File: config.mk
export PLATFORM = sky130hd
export DESIGN_NAME = clock_divider_bank
export DESIGN_NICKNAME = d
export VERILOG_FILES = /design/src/rtl/clkgen_pkg.sv /design/src/rtl/clock_divider_channel.sv /design/src/rtl/clock_divider_bank.sv
export SDC_FILE = /design/constraint.sdc
export NUM_CORES = 1
export LEC_CHECK = 0
export BUFFER_PORTS_ARGS = -buffer_cell sky130_fd_sc_hd__buf_4
export CAP_MARGIN = 10
export CORE_ASPECT_RATIO = 1.25
export CORE_MARGIN = 3
export CORE_UTILIZATION = 40
export DETAILED_ROUTE_END_ITERATION = 16
export GPL_ROUTABILITY_DRIVEN = 0
export GPL_TIMING_DRIVEN = 0
export SLEW_MARGIN = 10
export SYNTH_ARGS = -nofsm -noshare
export SYNTH_HDL_FRONTEND = slang
export SYNTH_SLANG_ARGS = --single-unit
File: constraint.sdc
create_clock -name clk -period 3.6 [get_ports clk]
set_input_delay 0.36 -clock clk [delete_from_list [all_inputs] [get_ports clk]]
set_output_delay 0.36 -clock clk [all_outputs]
set_load 0.01 [all_outputs]
File: src/rtl/clkgen_pkg.sv
// Shared constants and helpers for the clock-enable / reset generator.
package clkgen_pkg;

    localparam int unsigned DIV_W_DEFAULT = 8;
    localparam int unsigned MAX_CH        = 8;

    // A programmed divisor of zero behaves as divide-by-one.
    function automatic int unsigned sanitise(input int unsigned n);
        return (n == 32'd0) ? 32'd1 : n;
    endfunction

    // Number of high cycles of the divided square wave for ratio n.
    function automatic int unsigned ceil_half(input int unsigned n);
        return (n + 32'd1) / 32'd2;
    endfunction

endpackage

File: src/rtl/clock_divider_channel.sv
// One runtime-programmable clock-enable divider channel.
// Optional square-wave output under CLK_DIV_OUT_EN.
// clear is the registered downstream reset; clear_next is its next value so
// the registered outputs can come out of reset already in phase.
module clock_divider_channel
    import clkgen_pkg::*;
#(
    parameter int unsigned      DIV_W       = DIV_W_DEFAULT,
    parameter logic [DIV_W-1:0] DEFAULT_DIV = DIV_W'(2)
) (
    input  logic             clk,
    input  logic             reset,
    input  logic             clear,
    input  logic             clear_next,
    input  logic [DIV_W-1:0] value,
    input  logic             load,
    output logic             busy,
    output logic             ce
`ifdef CLK_DIV_OUT_EN
    ,
    output logic             clk_div
`endif
);

    logic [DIV_W-1:0] cnt;
    logic [DIV_W-1:0] active;
    logic [DIV_W-1:0] pending;

    logic [DIV_W-1:0] cnt_n;
    logic [DIV_W-1:0] active_n;
    logic [DIV_W-1:0] pending_n;
    logic             busy_n;
    logic [DIV_W-1:0] next_eff;
    logic             ce_n;

    // Next-state: load handling, terminal-count swap and counter advance.
    always_comb begin
        cnt_n     = cnt;
        active_n  = active;
        pending_n = pending;
        busy_n    = busy;

        if (clear) begin
            // Held in reset: loads go straight to the active divisor.
            cnt_n = '0;
            if (load) begin
                active_n = value;
                busy_n   = 1'b0;
            end
        end else begin
            if (ce) begin
                cnt_n = '0;
                if (busy) begin
                    active_n = pending;
                    busy_n   = 1'b0;
                end
            end else begin
                cnt_n = cnt + DIV_W'(1);
            end
            // Capture after the swap so a coincident load waits a full period.
            if (load) begin
                pending_n = value;
                busy_n    = 1'b1;
            end
        end

        if (clear_next) begin
            cnt_n = '0;
        end

        next_eff = DIV_W'(sanitise(32'(active_n)));
        ce_n     = !clear_next && (cnt_n == (next_eff - DIV_W'(1)));
    end

    // Channel state registers.
    always_ff @(posedge clk or posedge reset) begin
        if (reset) begin
            cnt     <= '0;
            active  <= DEFAULT_DIV;
            pending <= DEFAULT_DIV;
            busy    <= 1'b0;
            ce      <= 1'b0;
        end else begin
            cnt     <= cnt_n;
            active  <= active_n;
            pending <= pending_n;
            busy    <= busy_n;
            ce      <= ce_n;
        end
    end

`ifdef CLK_DIV_OUT_EN
    logic clk_div_n;

    // Square wave high for the first ceil(N/2) counts of each period.
    always_comb begin
        clk_div_n = !clear_next && (32'(cnt_n) < ceil_half(32'(next_eff)));
    end

    // Registered square-wave output.
    always_ff @(posedge clk or posedge reset) begin
        if (reset) begin
            clk_div <= 1'b0;
        end else begin
            clk_div <= clk_div_n;
        end
    end
`endif

endmodule

File: src/rtl/clock_divider_bank.sv
// Clock-enable and stretched-reset generator for the PLL output clock domain.
// Define CLK_DIV_OUT_EN to add the per-channel clk_div square-wave output.
module clock_divider_bank
    import clkgen_pkg::*;
#(
    parameter int unsigned NUM_CH       = 2,
    parameter int unsigned DIV_W        = DIV_W_DEFAULT,
    parameter int unsigned RESET_CYCLES = 32,
    parameter logic [NUM_CH*DIV_W-1:0] DEFAULT_DIV = {NUM_CH{DIV_W'(2)}}
) (
    input  logic                    clk,
    input  logic                    reset,
    input  logic                    locked,
    input  logic [NUM_CH*DIV_W-1:0] div_value,
    input  logic [NUM_CH-1:0]       div_load,
    output logic [NUM_CH-1:0]       div_busy,
    output logic                    reset_out,
    output logic [NUM_CH-1:0]       ce
`ifdef CLK_DIV_OUT_EN
    ,
    output logic [NUM_CH-1:0]       clk_div
`endif
);

    localparam int unsigned CNT_W = $clog2(RESET_CYCLES + 1);

    if (NUM_CH < 1 || NUM_CH > MAX_CH) begin : g_bad_num_ch
        $error("clock_divider_bank: NUM_CH out of range");
    end
    if (RESET_CYCLES < 2) begin : g_bad_reset_cycles
        $error("clock_divider_bank: RESET_CYCLES must be at least 2");
    end

    logic             lock_meta;
    logic             lock_s;
    logic [CNT_W-1:0] rst_cnt;
    logic [CNT_W-1:0] rst_cnt_n;
    logic             reset_next;

    // Two-flop synchroniser for the asynchronous lock indication.
    always_ff @(posedge clk or posedge reset) begin
        if (reset) begin
            lock_meta <= 1'b0;
            lock_s    <= 1'b0;
        end else begin
            lock_meta <= locked;
            lock_s    <= lock_meta;
        end
    end

    // Lock-stable counter: clears on lock loss, saturates at RESET_CYCLES.
    always_comb begin
        rst_cnt_n = rst_cnt;
        if (!lock_s) begin
            rst_cnt_n = '0;
        end else if (rst_cnt != CNT_W'(RESET_CYCLES)) begin
            rst_cnt_n = rst_cnt + CNT_W'(1);
        end
        reset_next = (rst_cnt_n != CNT_W'(RESET_CYCLES));
    end

    // Counter and registered downstream reset.
    always_ff @(posedge clk or posedge reset) begin
        if (reset) begin
            rst_cnt   <= '0;
            reset_out <= 1'b1;
        end else begin
            rst_cnt   <= rst_cnt_n;
            reset_out <= reset_next;
        end
    end

    // Independent divider channels, each fed its own divisor slice.
    for (genvar g = 0; g < NUM_CH; g++) begin : g_ch
        clock_divider_channel #(
            .DIV_W       (DIV_W),
            .DEFAULT_DIV (DEFAULT_DIV[g*DIV_W +: DIV_W])
        ) u_channel (
            .clk        (clk),
            .reset      (reset),
            .clear      (reset_out),
            .clear_next (reset_next),
            .value      (div_value[g*DIV_W +: DIV_W]),
            .load       (div_load[g]),
            .busy       (div_busy[g]),
            .ce         (ce[g])
`ifdef CLK_DIV_OUT_EN
            ,
            .clk_div    (clk_div[g])
`endif
        );
    end

endmodule
==> out/qor.yml, run 1 <==
power_and_ir_drop:
  pwr-share-comb_pct: 12.0
  internal_power_uw: 1300
  swShare_pct: 24.0
  power_density_nw_per_um2: 412
  p_clk_share_pct: 44.0
  switchingPower_uw: 410
  p_seq_share_pct: 44.0
  ir_drop_mv: 0.216
  leakagePower_uw: 0.00181
critical_path:
  cp.required_ns: 3.80
  worstPathCellList: "clkbuf_1 -> nand3b_1 -> or4_1 -> o211ai_1 -> nor4bb_2 -> a21oi_1 -> ha_1 -> nand3_1 -> xnor2_1 -> nand3_1 -> a2111oi_0"
  r2r_end: "g_ch[1].u_channel.ce"
  r2r-start: "g_ch[1].u_channel.ce"
  critPathArrivalTime_ns: 3.51
  slowest_stage: "a2111oi_0"
  setup.worst_path.class: "reg -> reg"
  rr_worst_depth: 11
  worst_setup_path_end_kind: "register"
  critPathMaxFanout: 10
  cp_common_cell: "nand3_1"
  startpoint_type: "register"
  cpPeakStageDelay_ns: 0.46
  r2r_slack_ns: 0.29
timing:
  skew_ns: 0.00825
  rsz0062_at_grt: "false"
  finalHoldViolCount: 0
  clock.fmax_mhz: 302
  drv_slew: 0
  fin_crit_sh_pct: 92.1
  whs_ns: 0.121
  setup_viol: 0
  relSlewSlack_pct: 31.7
  tightest_slew_ns: 1.02
  min_period_ns: 3.31
synth:
  yosysSeqAreaShare_pct: 43.2
  ys_top_cells_by_area: "dfrtp_1 (40%), mux2_2 (7.3%), xnor2_1 (5.9%)"
  synth_cells: 358
  synthDominantCellAreaShare_pct: 39.5
  syn-num-nets: 385
  yosys.area.top_type: "dfrtp_1"
  ys_ff_latch: 61
  yosysWarnings: 0
  synth_edf_count: 0
  synth_area_um2: 3540
  synthDistinctLibCells: 56
  ys.flop_type: "dfrtp_1"
  synth.most_common_cell: "dfrtp_1"
  avgSynthCellArea_um2: 9.90
  async_reset_ff_share_pct: 100
  yosys-top-cells-count: "dfrtp_1 (56), nand2_1 (29), xnor2_1 (24)"
die:
  rows: 37
  ios: 26
  coreArea_um2: 8430
  die_x_um: 90.2
  dieArea_um2: 10000
  start_util_pct: 42.1
  die_h_um: 111
cts:
  ctsLongestPathBuffers: 2
  clock_sinks: 61
  cts-buffers-inserted: 9
  cts_tree: "done"
  clk_pin_slew_worst_paths_ns: 0.07
  post_cts_buffers: 0
  cts-root-buf: "clkbuf_8"
  insertion_delay_ns: 0.35
  ctsHtreeMaxLevel: 3
worst_hold_path:
  hold_end: "lock_meta"
  hold_start: "locked"
  min_path_type: "in -> reg"
  holdPathStages: 1
routing:
  wl_mm: 7.94
  drtAntennaViolNets: 0
  vias: 2730
  wire_per_inst_um: 15.5
  drt-initial-drc-count: 140
  drc: 0
  drtPass1Iterations: 4
  viasPerCell: 5.31
layout:
  nets: 419
  fill_cells: 832
  n_antenna_cell: 0
  fin_area_um2: 4150
  area_growth_pct: 17.0
  drive_above_1_share_pct: 23.7
global_route:
  antenna_found_initial: 0
  grt_pass1_vias: 2854
  grt_pass1_wl_mm: 13.7
  grt.overflow.total: 0
  grt_start_max_net_pins: 62
  grtUsageTotal_pct: 16.9
placed_design:
  port_buffers: 25
  post_dp_cell_area_um2: 3880
  dp_hpwl_mm: 5.63
job:
  drv_cap: 0
status:
  outcome: "finished clean"
==> per-layer routing <==
metal	global-route usage, %	up-vias	part of all wire [%]
met5	0	-	0
met3	2.65	16	3.6
met1	20.2	1316	44
met4	8.89	0	2.1
li1	-	1345	-
met2	28.9	53	50
==> logic make-up after synthesis <==
group / count (synthesis) / synth area share [%]
DFF: 61 / 43.2
and+or+nand+nor: 119 / 17.9
AOI/OAI and AO/OA: 67 / 13.0
adders and majority gates: 6 / 2.12
buffers and inverters: 33 / 3.92
muxes: 37 / 11.3
xor gates and xnor gates: 35 / 8.65
==> power by group through the flow <==
stage / combinational (uW) / sequential, uW / clock [uW]
floorplan: 149 / 756 / 0
global placement: 199 / 763 / 0
detailed placement: 204 / 764 / 0
CTS: 206 / 751 / 772
global route: 231 / 757 / 795
finish: 206 / 752 / 753
==> worst max-delay path by stage <==
stage | end | slack (ns) | from
floorplan | g_ch[0].u_channel.ce | 0.30 | reset_out
global placement | g_ch[0].u_channel.ce | -0.45 | reset_out
detailed placement | g_ch[0].u_channel.ce | -0.51 | reset_out
CTS | g_ch[0].u_channel.ce | 0.08 | g_ch[0].u_channel.ce
global route | g_ch[0].u_channel.ce | 0.007 | rst_cnt[2]
finish | g_ch[1].u_channel.ce | 0.29 | g_ch[1].u_channel.ce
==> what timing repair did <==
action	4_1_cts	5_1_grt
endpoints found under the setup margin	2	2
gates resized for setup	7	6
hold buffers	0	0
pin swaps	0	1
==> critical path, delay by kind of cell (launching register included) <==
| kind | cells | cell delay [ns] |
|---|---|---|
| AO/OA/AOI/OAI | 3 | 0.83 |
| XOR/XNOR | 1 | 0.13 |
| adder cells (fa/ha/maj) | 1 | 0.27 |
| buffers and inverters | 1 | 0.37 |
| flip-flops | 1 | 0.38 |
| AND/OR/NAND/NOR | 5 | 1.20 |
==> stage by stage <==
step / worst slack, ns / setup TNS [ns] / power (uW) / instances / util, %
after floorplan: 0.298 / 0 / 905 / 358 / -
after global placement: -0.450 / -0.664 / 962 / 500 / 46.0
after detailed placement: -0.508 / -0.589 / 968 / 500 / 46.1
after CTS: 0.0791 / 0 / 1730 / 514 / 48.9
after global routing: 0.00728 / 0 / 1780 / 514 / 49.2
final: 0.285 / 0 / 1710 / 514 / 49.2
==> sequential cells by signal, indices dropped and copies added (netlist names) <==
name                    cells
g_ch.u_channel.active      16
g_ch.u_channel.busy         2
g_ch.u_channel.ce           2
g_ch.u_channel.cnt         16
g_ch.u_channel.pending     16
lock_meta                   1
lock_s                      1
reset_out                   1
rst_cnt                     6
==> layout make-up <==
class / instances / area, um2 / area share [%]
multi-input combinational: 264 / 1900 / 45.7
sequential: 61 / 1540 / 37.0
timing repair buffer: 25 / 188 / 4.53
tap: 117 / 146 / 3.53
clock buffer: 12 / 145 / 3.50
clock inverter: 4 / 95.1 / 2.29
buffer: 15 / 77.6 / 1.87
inverter: 16 / 62.6 / 1.51
==> cell usage in the layout (no fill, tap or decap), drive strengths merged, types with 4 or more instances in the layout <==
cell,Yosys,layout
o211ai,4,4
dfstp,5,5
buf,6,31
mux2,23,23
nor4,4,4
nor2,22,22
dfrtp,56,56
a21oi,16,16
inv,16,16
or4,4,4
mux2i,14,14
clkbuf,11,21
nor3,9,9
xnor2,24,24
nand3,16,16
xor2,11,11
and3,14,14
nand2,30,30
ha,6,6
a211oi,11,11
o21ai,11,11
No activity file was read; power rests on OpenSTA's default activity.
==> run 2: changes to the inputs <==
CORE_UTILIZATION = 46   (was 40)
==> run 2 against run 1 <==
Against the previous run: first-iteration DRC count decreased by 22%; sequential power about the same; flip-flop and latch count unchanged; sequential share of layout area increased by 0.92 points; combinational power about the same; largest cell class unchanged; largest power group is now sequential cells; highest routed layer unchanged.
==> out/qor.yml, run 2 (synthesis gave the netlist of run 1 again) <==
placed_design:
  placed_cells: 475  # -5.0%
  dp_hpwl_mm: 5.61  # -0.30%
  port_buffers: 25  # unchanged
routing:
  drt-initial-drc-count: 109  # -22%
  viasPerCell: 5.59  # +5.3%
  drtPass1Iterations: 5  # +1
  vias: 2734  # +0.15%
  drc: 0  # unchanged
  drtAntennaViolNets: 0  # unchanged
  wl_mm: 7.71  # -2.9%
  wire_per_inst_um: 15.8  # +2.1%
die:
  rows: 35  # -5.4%
  coreArea_um2: 7440  # -12%
  dieArea_um2: 8800  # -12%
  start_util_pct: 47.6  # +5.5 points
  die_x_um: 84.5  # -6.3%
  die_h_um: 104  # -6.4%
  ios: 26  # unchanged
layout:
  multi_input_area_um2: 1890  # -0.26%
  drive_above_1_share_pct: 23.2  # -0.50 points
  area_growth_pct: 14.0
  reg_top3: "g_ch.u_channel.active: 16 flops, g_ch.u_channel.cnt: 16 flops, g_ch.u_channel.pending: 16 flops"
  seq_area_um2: 1530  # about the same
  layout_commonest_cell: "dfrtp_1"
  final_cell_mix: "dfrtp_1 (55), nand2_1 (29), buf_4 (29)"
  fill_cells: 702  # -16%
  instances_no_fill: 489  # -4.9%
  n_antenna_cell: 0  # unchanged
  nets: 419  # unchanged
critical_path:
  startpoint_type: "register"
  slowest_stage: "dfrtp_2"
  rr_worst_depth: 12  # +1
  setup.worst_path.class: "reg -> reg"
  worstPathCellList: "nand2_1 -> mux2_2 -> o21ai_1 -> and3_1 -> a31oi_1 -> ha_1 -> inv_1 -> a211oi_2 -> xnor2_1 -> mux2i_1 -> or3_1 -> a211oi_2"
  critPathMaxFanout: 11  # +1
  cpPeakStageDelay_ns: 0.49  # +0.03 ns
  r2r_slack_ns: 0.26  # -0.02 ns
  worst_setup_path_end_kind: "register"
  critPathArrivalTime_ns: 3.59  # +0.08 ns
  r2r-start: "g_ch[0].u_channel.busy"
  cpLargestDelayFamily: "simple AND/OR/NAND/NOR gates"
  r2r_end: "g_ch[0].u_channel.ce"
  cp.required_ns: 3.86  # +0.06 ns
  cp_common_cell: "a211oi_2"
  critPathBufInv: 1  # unchanged
  cp-startpoint: "g_ch[0].u_channel.busy"
worst_hold_path:
  min_path_type: "in -> reg"
  hold_end: "lock_meta"
  hold_start: "locked"
  holdPathStages: 1  # unchanged
global_route:
  grt_start_max_net_pins: 62  # unchanged
  antenna_found_initial: 0  # unchanged
  grt_pass1_vias: 2821  # -1.2%
  grtUsageTotal_pct: 18.7  # +1.9 points
  grt_pass1_wl_mm: 13.3  # -3.2%
  grt.overflow.total: 0  # unchanged
power_and_ir_drop:
  total_power_uw: 1500  # -12%
  leakagePower_uw: 0.00179  # -1.6%
  ir_drop_mv: 0.236  # +9.0%
  power_density_nw_per_um2: 371  # -10%
cts:
  clk_pin_slew_worst_paths_ns: 0.07  # about the same
  hold_buffers: 0  # unchanged
  insertion_delay_ns: 0.34  # about the same
  clock_sinks: 61  # unchanged
  ctsLongestPathBuffers: 2  # unchanged
  ctsHtreeMaxLevel: 3  # unchanged
  cts-root-buf: "clkbuf_8"
  cts_tree: "done"
  cts-buffers-inserted: 9  # unchanged
timing:
  rsz0062_at_grt: "false"
  relSlewSlack_pct: 32.9  # +1.1 points
  clock.fmax_mhz: 300  # -0.61%
  skew_ns: 0.00822  # -0.0000288 ns
  finalHoldViolCount: 0  # unchanged
  tightest_slew_ns: 1.01  # -0.0166 ns
  drv_slew: 0  # unchanged
  setup_viol: 0  # unchanged
  whs_ns: 0.129  # +0.00770 ns
  min_period_ns: 3.34  # +0.0205 ns
  fin_crit_sh_pct: 92.7  # +0.57 points
status:
  outcome: "finished clean"
job:
  drv_cap: 0  # unchanged
-- run 2: final cells by class --
type	count	share of cell area, %
multi-input cells	264	46.8
flip-flops and latches	61	37.9
repair buffers	25	4.64
clock buffers	14	4.02
well taps	92	2.85
plain buffers	15	1.95
inverters	16	1.55
clock inverters	2	0.248
-- run 2: worst max path at each step --
stage                           end  slack, ns  depth (start not counted)
6_report       g_ch[0].u_channel.ce       0.26                         12
5_1_grt        g_ch[1].u_channel.ce       0.03                         10
3_5_place_dp   g_ch[0].u_channel.ce      -0.48                         12
3_3_place_gp   g_ch[0].u_channel.ce      -0.43                         12
4_1_cts        g_ch[1].u_channel.ce       0.14                         10
2_1_floorplan  g_ch[0].u_channel.ce       0.30                         12
-- run 2: report_power, final --
group	total (uW)	internal, uW	leakage, uW	switching (uW)
sequential	751	725	0.000767	26.3
combinational	204	96.2	0.000928	108
clock	543	286	0.0000905	257
total	1500	1110	0.00179	391
-- run 2: what timing repair did --
item                       4_1_cts  5_1_grt
buffers inserted                 0        0
gates resized for setup          7        8
hold endpoints to repair         0        0
setup endpoints to repair        2        2
-- run 2: stage by stage --
step           TNS, ns  area, um2  util (%)  setup WS (ns)
2_1_floorplan        0       3540         -          0.298
3_3_place_gp    -0.592       3850      51.7         -0.434
3_5_place_dp    -0.616       3850      51.7         -0.479
4_1_cts              0       4030      54.1          0.137
5_1_grt              0       4040      54.3         0.0302
6_report             0       4040      54.3          0.265
-- run 2: per-layer routing --
| layer | share of wire [%] | up-vias | global-route usage (%) | wire length [um] |
|---|---|---|---|---|
| met2 | 53 | 38 | 32.5 | 4060 |
| met3 | 3.2 | 5 | 3.72 | 244 |
| met4 | 0.84 | 0 | 6.56 | 65 |
| met5 | 0 | - | 0 | 0 |
| met1 | 43 | 1331 | 22.8 | 3340 |
| li1 | - | 1360 | - | - |
